[config.mk]
export PLATFORM = sky130hd
export DESIGN_NAME = denise_bitplane_serializer
export DESIGN_NICKNAME = d
export VERILOG_FILES = /design/src/rtl/denise_pkg.sv /design/src/rtl/denise_pixel_delay.sv /design/src/rtl/denise_bitplane_serializer.sv
export SDC_FILE = /design/constraint.sdc
export NUM_CORES = 1
export LEC_CHECK = 0
export BUFFER_PORTS_ARGS = -buffer_cell sky130_fd_sc_hd__buf_2
export CAP_MARGIN = 20
export CELL_PAD_IN_SITES_DETAIL_PLACEMENT = 1
export CELL_PAD_IN_SITES_GLOBAL_PLACEMENT = 1
export CORE_UTILIZATION = 45
export CTS_CLUSTER_DIAMETER = 40
export DETAILED_ROUTE_END_ITERATION = 7
export HOLD_SLACK_MARGIN = 0.1
export PLACE_DENSITY = 0.66
export SETUP_SLACK_MARGIN = 0.15
export SYNTH_ARGS = -nofsm -noshare
export SYNTH_HDL_FRONTEND = slang
export SYNTH_SLANG_ARGS = --single-unit
[constraint.sdc]
create_clock -name clk -period 8 [get_ports clk]
set_clock_uncertainty 0.15 [all_clocks]
set_input_delay 0.8 -clock clk [delete_from_list [all_inputs] [get_ports clk]]
set_output_delay 0.8 -clock clk [all_outputs]
set_load 0.03 [all_outputs]
[src/rtl/denise_pkg.sv]
// Shared types and constants for the Denise bitplane serializer.
// The shres path is only built when DENISE_SHRES_EN is defined.
package denise_pkg;

    localparam int unsigned DEF_NPLANES   = 8;
    localparam int unsigned DEF_DLY_DEPTH = 64;

    typedef enum logic [1:0] {
        RES_LORES,
        RES_HIRES,
        RES_SHRES
    } resolution_e;

    // Clock ticks per pixel at each resolution.
    localparam int unsigned TICKS_LORES = 4;
    localparam int unsigned TICKS_HIRES = 2;
    localparam int unsigned TICKS_SHRES = 1;

    function automatic logic [5:0] scroll_ticks(input resolution_e res, input logic [3:0] scroll);
        logic [5:0] w_s;
        w_s = {2'b00, scroll};
        case (res)
            RES_HIRES: return 6'(w_s * TICKS_HIRES);
            RES_SHRES: return 6'(w_s * TICKS_SHRES);
            default:   return 6'(w_s * TICKS_LORES);
        endcase
    endfunction

endpackage

[src/rtl/denise_pixel_delay.sv]
// Circular-buffer pixel delay with fill guard, zero-delay bypass and registered output.
module denise_pixel_delay #(
    parameter  int unsigned WIDTH = 8,
    parameter  int unsigned DEPTH = 64,
    localparam int unsigned AW    = $clog2(DEPTH)
) (
    input  logic             clk,
    input  logic             reset,
    input  logic [WIDTH-1:0] i_data,
    input  logic [AW-1:0]    i_delay,
    output logic [WIDTH-1:0] o_data
);

    logic [WIDTH-1:0] r_mem [DEPTH];
    logic [AW-1:0]    r_wr_ptr;
    logic [AW-1:0]    r_fill;
    logic [AW-1:0]    w_rd_ptr;

    assign w_rd_ptr = r_wr_ptr - i_delay;

    always_ff @(posedge clk) begin
        if (!reset) begin
            r_mem[r_wr_ptr] <= i_data;
        end
    end

    // Slots not yet written since reset read as zero rather than stale RAM.
    always_ff @(posedge clk) begin
        if (reset) begin
            r_wr_ptr <= '0;
            r_fill   <= '0;
            o_data   <= '0;
        end else begin
            r_wr_ptr <= r_wr_ptr + 1'b1;
            if (r_fill != AW'(DEPTH - 1)) begin
                r_fill <= r_fill + 1'b1;
            end
            if (i_delay == '0) begin
                o_data <= i_data;
            end else if (i_delay > r_fill) begin
                o_data <= '0;
            end else begin
                o_data <= r_mem[w_rd_ptr];
            end
        end
    end

endmodule

[src/rtl/denise_bitplane_serializer.sv]
// Bitplane holding registers, shifters and scroll delay producing the colour select stream.
// Optional super-hires support is enabled by defining DENISE_SHRES_EN.
module denise_bitplane_serializer
    import denise_pkg::*;
#(
    parameter int unsigned NPLANES   = DEF_NPLANES,
    parameter int unsigned DLY_DEPTH = DEF_DLY_DEPTH
) (
    input  logic               clk,
    input  logic               reset,
    input  logic               clk7_en,
    input  logic               wr_en,
    input  logic [2:0]         wr_plane,
    input  logic [15:0]        wr_data,
    input  logic               hires,
    input  logic               shres,
    input  logic [3:0]         nplanes,
    input  logic [3:0]         scroll,
    output logic [NPLANES-1:0] select
);

    localparam int unsigned AW = $clog2(DLY_DEPTH);

    logic [15:0]        r_hold [NPLANES];
    logic [15:0]        r_sh   [NPLANES];
    logic               r_load_pend;
    logic [1:0]         r_phase;
    resolution_e        w_res;
    logic               w_shift_en;
    logic               w_wr_plane0;
    logic               w_load;
    logic [NPLANES-1:0] w_pix;
    logic [AW-1:0]      w_delay;

`ifdef DENISE_SHRES_EN
    assign w_res = shres ? RES_SHRES : (hires ? RES_HIRES : RES_LORES);
`else
    logic w_unused_shres;
    assign w_unused_shres = shres;
    assign w_res = hires ? RES_HIRES : RES_LORES;
`endif

    always_comb begin
        w_shift_en = clk7_en;
        case (w_res)
            RES_HIRES: w_shift_en = clk7_en | (r_phase == 2'd2);
`ifdef DENISE_SHRES_EN
            RES_SHRES: w_shift_en = 1'b1;
`endif
            default:   w_shift_en = clk7_en;
        endcase
    end

    assign w_wr_plane0 = clk7_en & wr_en & (wr_plane == 3'd0);
    assign w_load      = clk7_en & r_load_pend;
    assign w_delay     = AW'(scroll_ticks(w_res, scroll));

    // A plane-0 write in the load cycle re-arms the pending load; the load itself takes the old word.
    always_ff @(posedge clk) begin
        if (reset) begin
            for (int unsigned n = 0; n < NPLANES; n++) begin
                r_hold[n] <= '0;
                r_sh[n]   <= '0;
            end
            r_load_pend <= 1'b0;
            r_phase     <= 2'd0;
        end else begin
            r_phase <= clk7_en ? 2'd1 : r_phase + 2'd1;
            for (int unsigned n = 0; n < NPLANES; n++) begin
                if (clk7_en && wr_en && (wr_plane == 3'(n))) begin
                    r_hold[n] <= wr_data;
                end
                if (w_load) begin
                    r_sh[n] <= r_hold[n];
                end else if (w_shift_en) begin
                    r_sh[n] <= {r_sh[n][14:0], 1'b0};
                end
            end
            if (w_wr_plane0) begin
                r_load_pend <= 1'b1;
            end else if (w_load) begin
                r_load_pend <= 1'b0;
            end
        end
    end

    always_comb begin
        w_pix = '0;
        for (int unsigned n = 0; n < NPLANES; n++) begin
            if (n < 32'(nplanes)) begin
                w_pix[n] = r_sh[n][15];
            end
        end
    end

    denise_pixel_delay #(
        .WIDTH (NPLANES),
        .DEPTH (DLY_DEPTH)
    ) u_delay (
        .clk     (clk),
        .reset   (reset),
        .i_data  (w_pix),
        .i_delay (w_delay),
        .o_data  (select)
    );

endmodule

==> results.md <==
* # DRC at 0
* Setup TNS at 0 ns
* Nets at 1893
* RSZ-0062 raised after global routing: false
* Combinational group share of total power at 0.072
* Crit end category: flop
* Area post-placement at 32400 µm²
* Area growth syn-to-layout at 16.7%
* H-tree levels at 3
* Final Hold Viols at 0
* Gpl congestion at 0.798
* Vias in the first global route at 17176
* CP max FO at 44
* Setup CP Type: flop to flop
* Post-synthesis instance total at 1766
* Complex-gate fraction of the synthesized area at 0.0383
* Post-Syn Area at 31200 µm²
* Min Clock Period, post-route at 4.67 ns
* Total track usage at 0.218
* Crit path launch type: flop
* Pre-CTS setup slack at 2.86 ns
* Critical Path RT at 8.39 ns
* Max IR drop VDD at 0.189 mV
* Delay-heaviest family, CP: adder cells
* Final instance area at 36400 µm²
* Cell Int Power at 8.31 mW
* CTS Hold Bufs at 0
* CP Buf/Inv Count at 2
* Slowest stage delay, CP at 1.31 ns
* Synth Warn # at 0
* Crit path top cell by count: mux4_2
* Top cells by area, synth: edfxtp_1 74%, mux4_2 10%, nor2_1 2.3%, nand2_1 2.2%, dfxtp_1 1.5%
* EDFF count, synth at 768
* Post-synthesis mux area share at 0.115
* Switching part of the total at 0.226
* Final WS setup at 3.33 ns
* Synth Area in Simple Gates at 0.0636
* Util after Layout at 0.531
* Top cell type's share of synthesized area at 0.740
* Clk Latency, worst-skew pair at 0.68 ns
* Worst Tran Pin Value at 1.06 ns
* Met1 global-route usage at 0.312
* Xor/xnor share of the synthesized area at 0.00417
* HP Class: flop to flop
* Antenna viol nets, final at 0
* Largest family of logic cells by synthesized area: multiplexers
* Detail Placement HPWL at 43800 µm
* Arr. time, crit path at 5.05 ns
* Yosys reg bits at 791
* Initial DRT Pass Iterations at 5
* Area of the core at 68600 µm²
* Most used routing layer: met2
* Largest net degree at the start of global routing at 99
* Die Wd at 265 µm
* CTS tree: yes
* Met3 Use GR at 0.0417
* Sw power at 2.42 mW
* Power Dens Cells at 295 nW/µm²
* Layout cells sized above 1 at 0.221
* Async S/R FF share, synth at 0
* Worst rel slew slack at 0.296
* Routed Wire Length at 75600 µm
* Crit-path cells: inv_1 -> ha_4 -> fa_4 -> buf_4 -> mux4_2 -> mux4_2 -> or3_1 -> nand4_1 -> o2bb2ai_1
* Yosys cell types at 57
* Iteration-0 DRC Markers at 1472
* Post-synthesis area per instance at 17.7 µm²
* Post-synth top cells: 768 x edfxtp_1, 187 x nor2_1, 181 x nand2_1
* Synth area leader: edfxtp_1
* Overflow left after global routing at 0
* Critical-path top delay cell: fa_4
* Leak pwr at 12.1 nW
* Ratio of final minimum period to clock period at 0.583
* Clk pwr share at 0.487
* Sequential power share at 0.441
* Syn_nets at 1812
* Dominant synthesized flop cell: edfxtp_1
* Status: finished, final reports clean
* Die H at 265 µm
* Initial antenna violation count at 1
* Port-buffer cells at 39
* CTS Buf Count at 111
* Final setup vio count at 0
* Num rows at 96
* Root Buffer: clkbuf_16
* Post-CTS Resized at 0
* Die area at 70300 µm²
* Slew Viols, Final at 0
* Initial core utilization at 0.455
* Adder-cell share of the synthesized area at 0.00546
* Fmax at 214 MHz
* DR vias at 16295
* Most frequent cell after synthesis: edfxtp_1
* Max cap viols at 0
* Via density at 5.66
* First-pass GRT wire length at 112000 µm
* # Post-CTS Setup Buffers at 0
* Sequential area share after synthesis at 0.754
* # IOs at 41
* Clk pin slew, worst setup/hold paths at 0.05 ns
* CTS Sinks at 791
* Met2 Use GR at 0.345
* Post-DR wirelength/cell at 26.3 µm
* Max clock buf depth at 3
-- worst reg2reg max path: cells and delay by family (launching register included) --
family	cells	cell delay, ns
fa+ha+maj	2	1.53
flops	1	0.55
simple gates	2	0.41
compound gates	1	0.06
buf+inv	2	0.91
mux	2	0.96
-- power by group through the flow --
stage | combinational (mW) | sequential, mW | clock (mW)
after global routing | 0.830 | 4.74 | 5.46
after CTS | 0.790 | 4.73 | 5.30
after global placement | 0.768 | 4.80 | 0
after detailed placement | 0.783 | 4.81 | 0
final | 0.778 | 4.73 | 5.23
after floorplan | 0.514 | 4.80 | 0
-- cells in the final DEF (no fill, tap or decap), types with 21 or more instances in the layout --
| cell type | count |
|---|---|
| a21oi_1 | 85 |
| nand2_1 | 180 |
| mux4_2 | 144 |
| a22o_1 | 45 |
| buf_4 | 27 |
| nor2_1 | 185 |
| mux2i_1 | 21 |
| bufinv_16 | 21 |
| edfxtp_1 | 768 |
| inv_1 | 30 |
| buf_2 | 39 |
| dfxtp_1 | 22 |
| nand3_1 | 21 |
| clkbuf_16 | 114 |
| nand2b_1 | 24 |
-- metrics by stage --
step | instances | hold slack, ns | total power [mW]
after floorplan | 1766 | 0.258 | 5.32
after global placement | 2665 | 0.268 | 5.57
after detailed placement | 2665 | 0.279 | 5.59
after CTS | 2876 | 0.284 | 10.8
after global routing | 2876 | 0.304 | 11.0
final | 2878 | 0.281 | 10.7
-- path summary, 6_finish.rpt --
check | start | to | slack, ns | depth (start not counted)
worst min-delay path | r_phase[0] | r_phase[0] | 0.28 | 1
worst max register to register | u_delay.r_wr_ptr[1] | u_delay.o_data[0] | 3.33 | 9
worst max-delay path | u_delay.r_wr_ptr[1] | u_delay.o_data[0] | 3.33 | 9
worst min register to register | r_phase[0] | r_phase[0] | 0.28 | 1
-- kinds of logic (layout without fill, tap and decap cells) --
kind of cell,Yosys count,count (layout)
AOI/OAI and AO/OA,182,182
xor gates and xnor gates,11,11
adders and majority gates,13,13
buffers and inverters,129,308
DFF,791,791
muxes,173,173
other,0,2
and+or+nand+nor,467,467
-- cell type report --
type                            instances  area (µm²)
Clock inverter                         76        1070
Sequential cell                       791       23500
Fill cell                            6183       32200
Inverter                               30         113
Timing Repair Buffer                   67         418
Multi-Input combinational cell        846        7150
Clock buffer                          135        2950
Antenna cell                            2        5.00
Tap cell                              931        1160
-- routing by layer --
metal / share of wire / wire length, µm
met1: 0.44 / 33500
met2: 0.48 / 36200
met3: 0.058 / 4370
met4: 0.021 / 1570
met5: 0 / 0
-- flip-flops by register name (all words and copies together) (netlist names) --
| signal | cells |
|---|---|
| u_delay.o_data | 8 |
| u_delay.r_wr_ptr | 6 |
| u_delay.r_mem | 512 |
| r_hold | 128 |
| r_load_pend | 1 |
| r_phase | 2 |
| u_delay.r_fill | 6 |
| r_sh | 128 |
(Power assumes the default switching activity.)
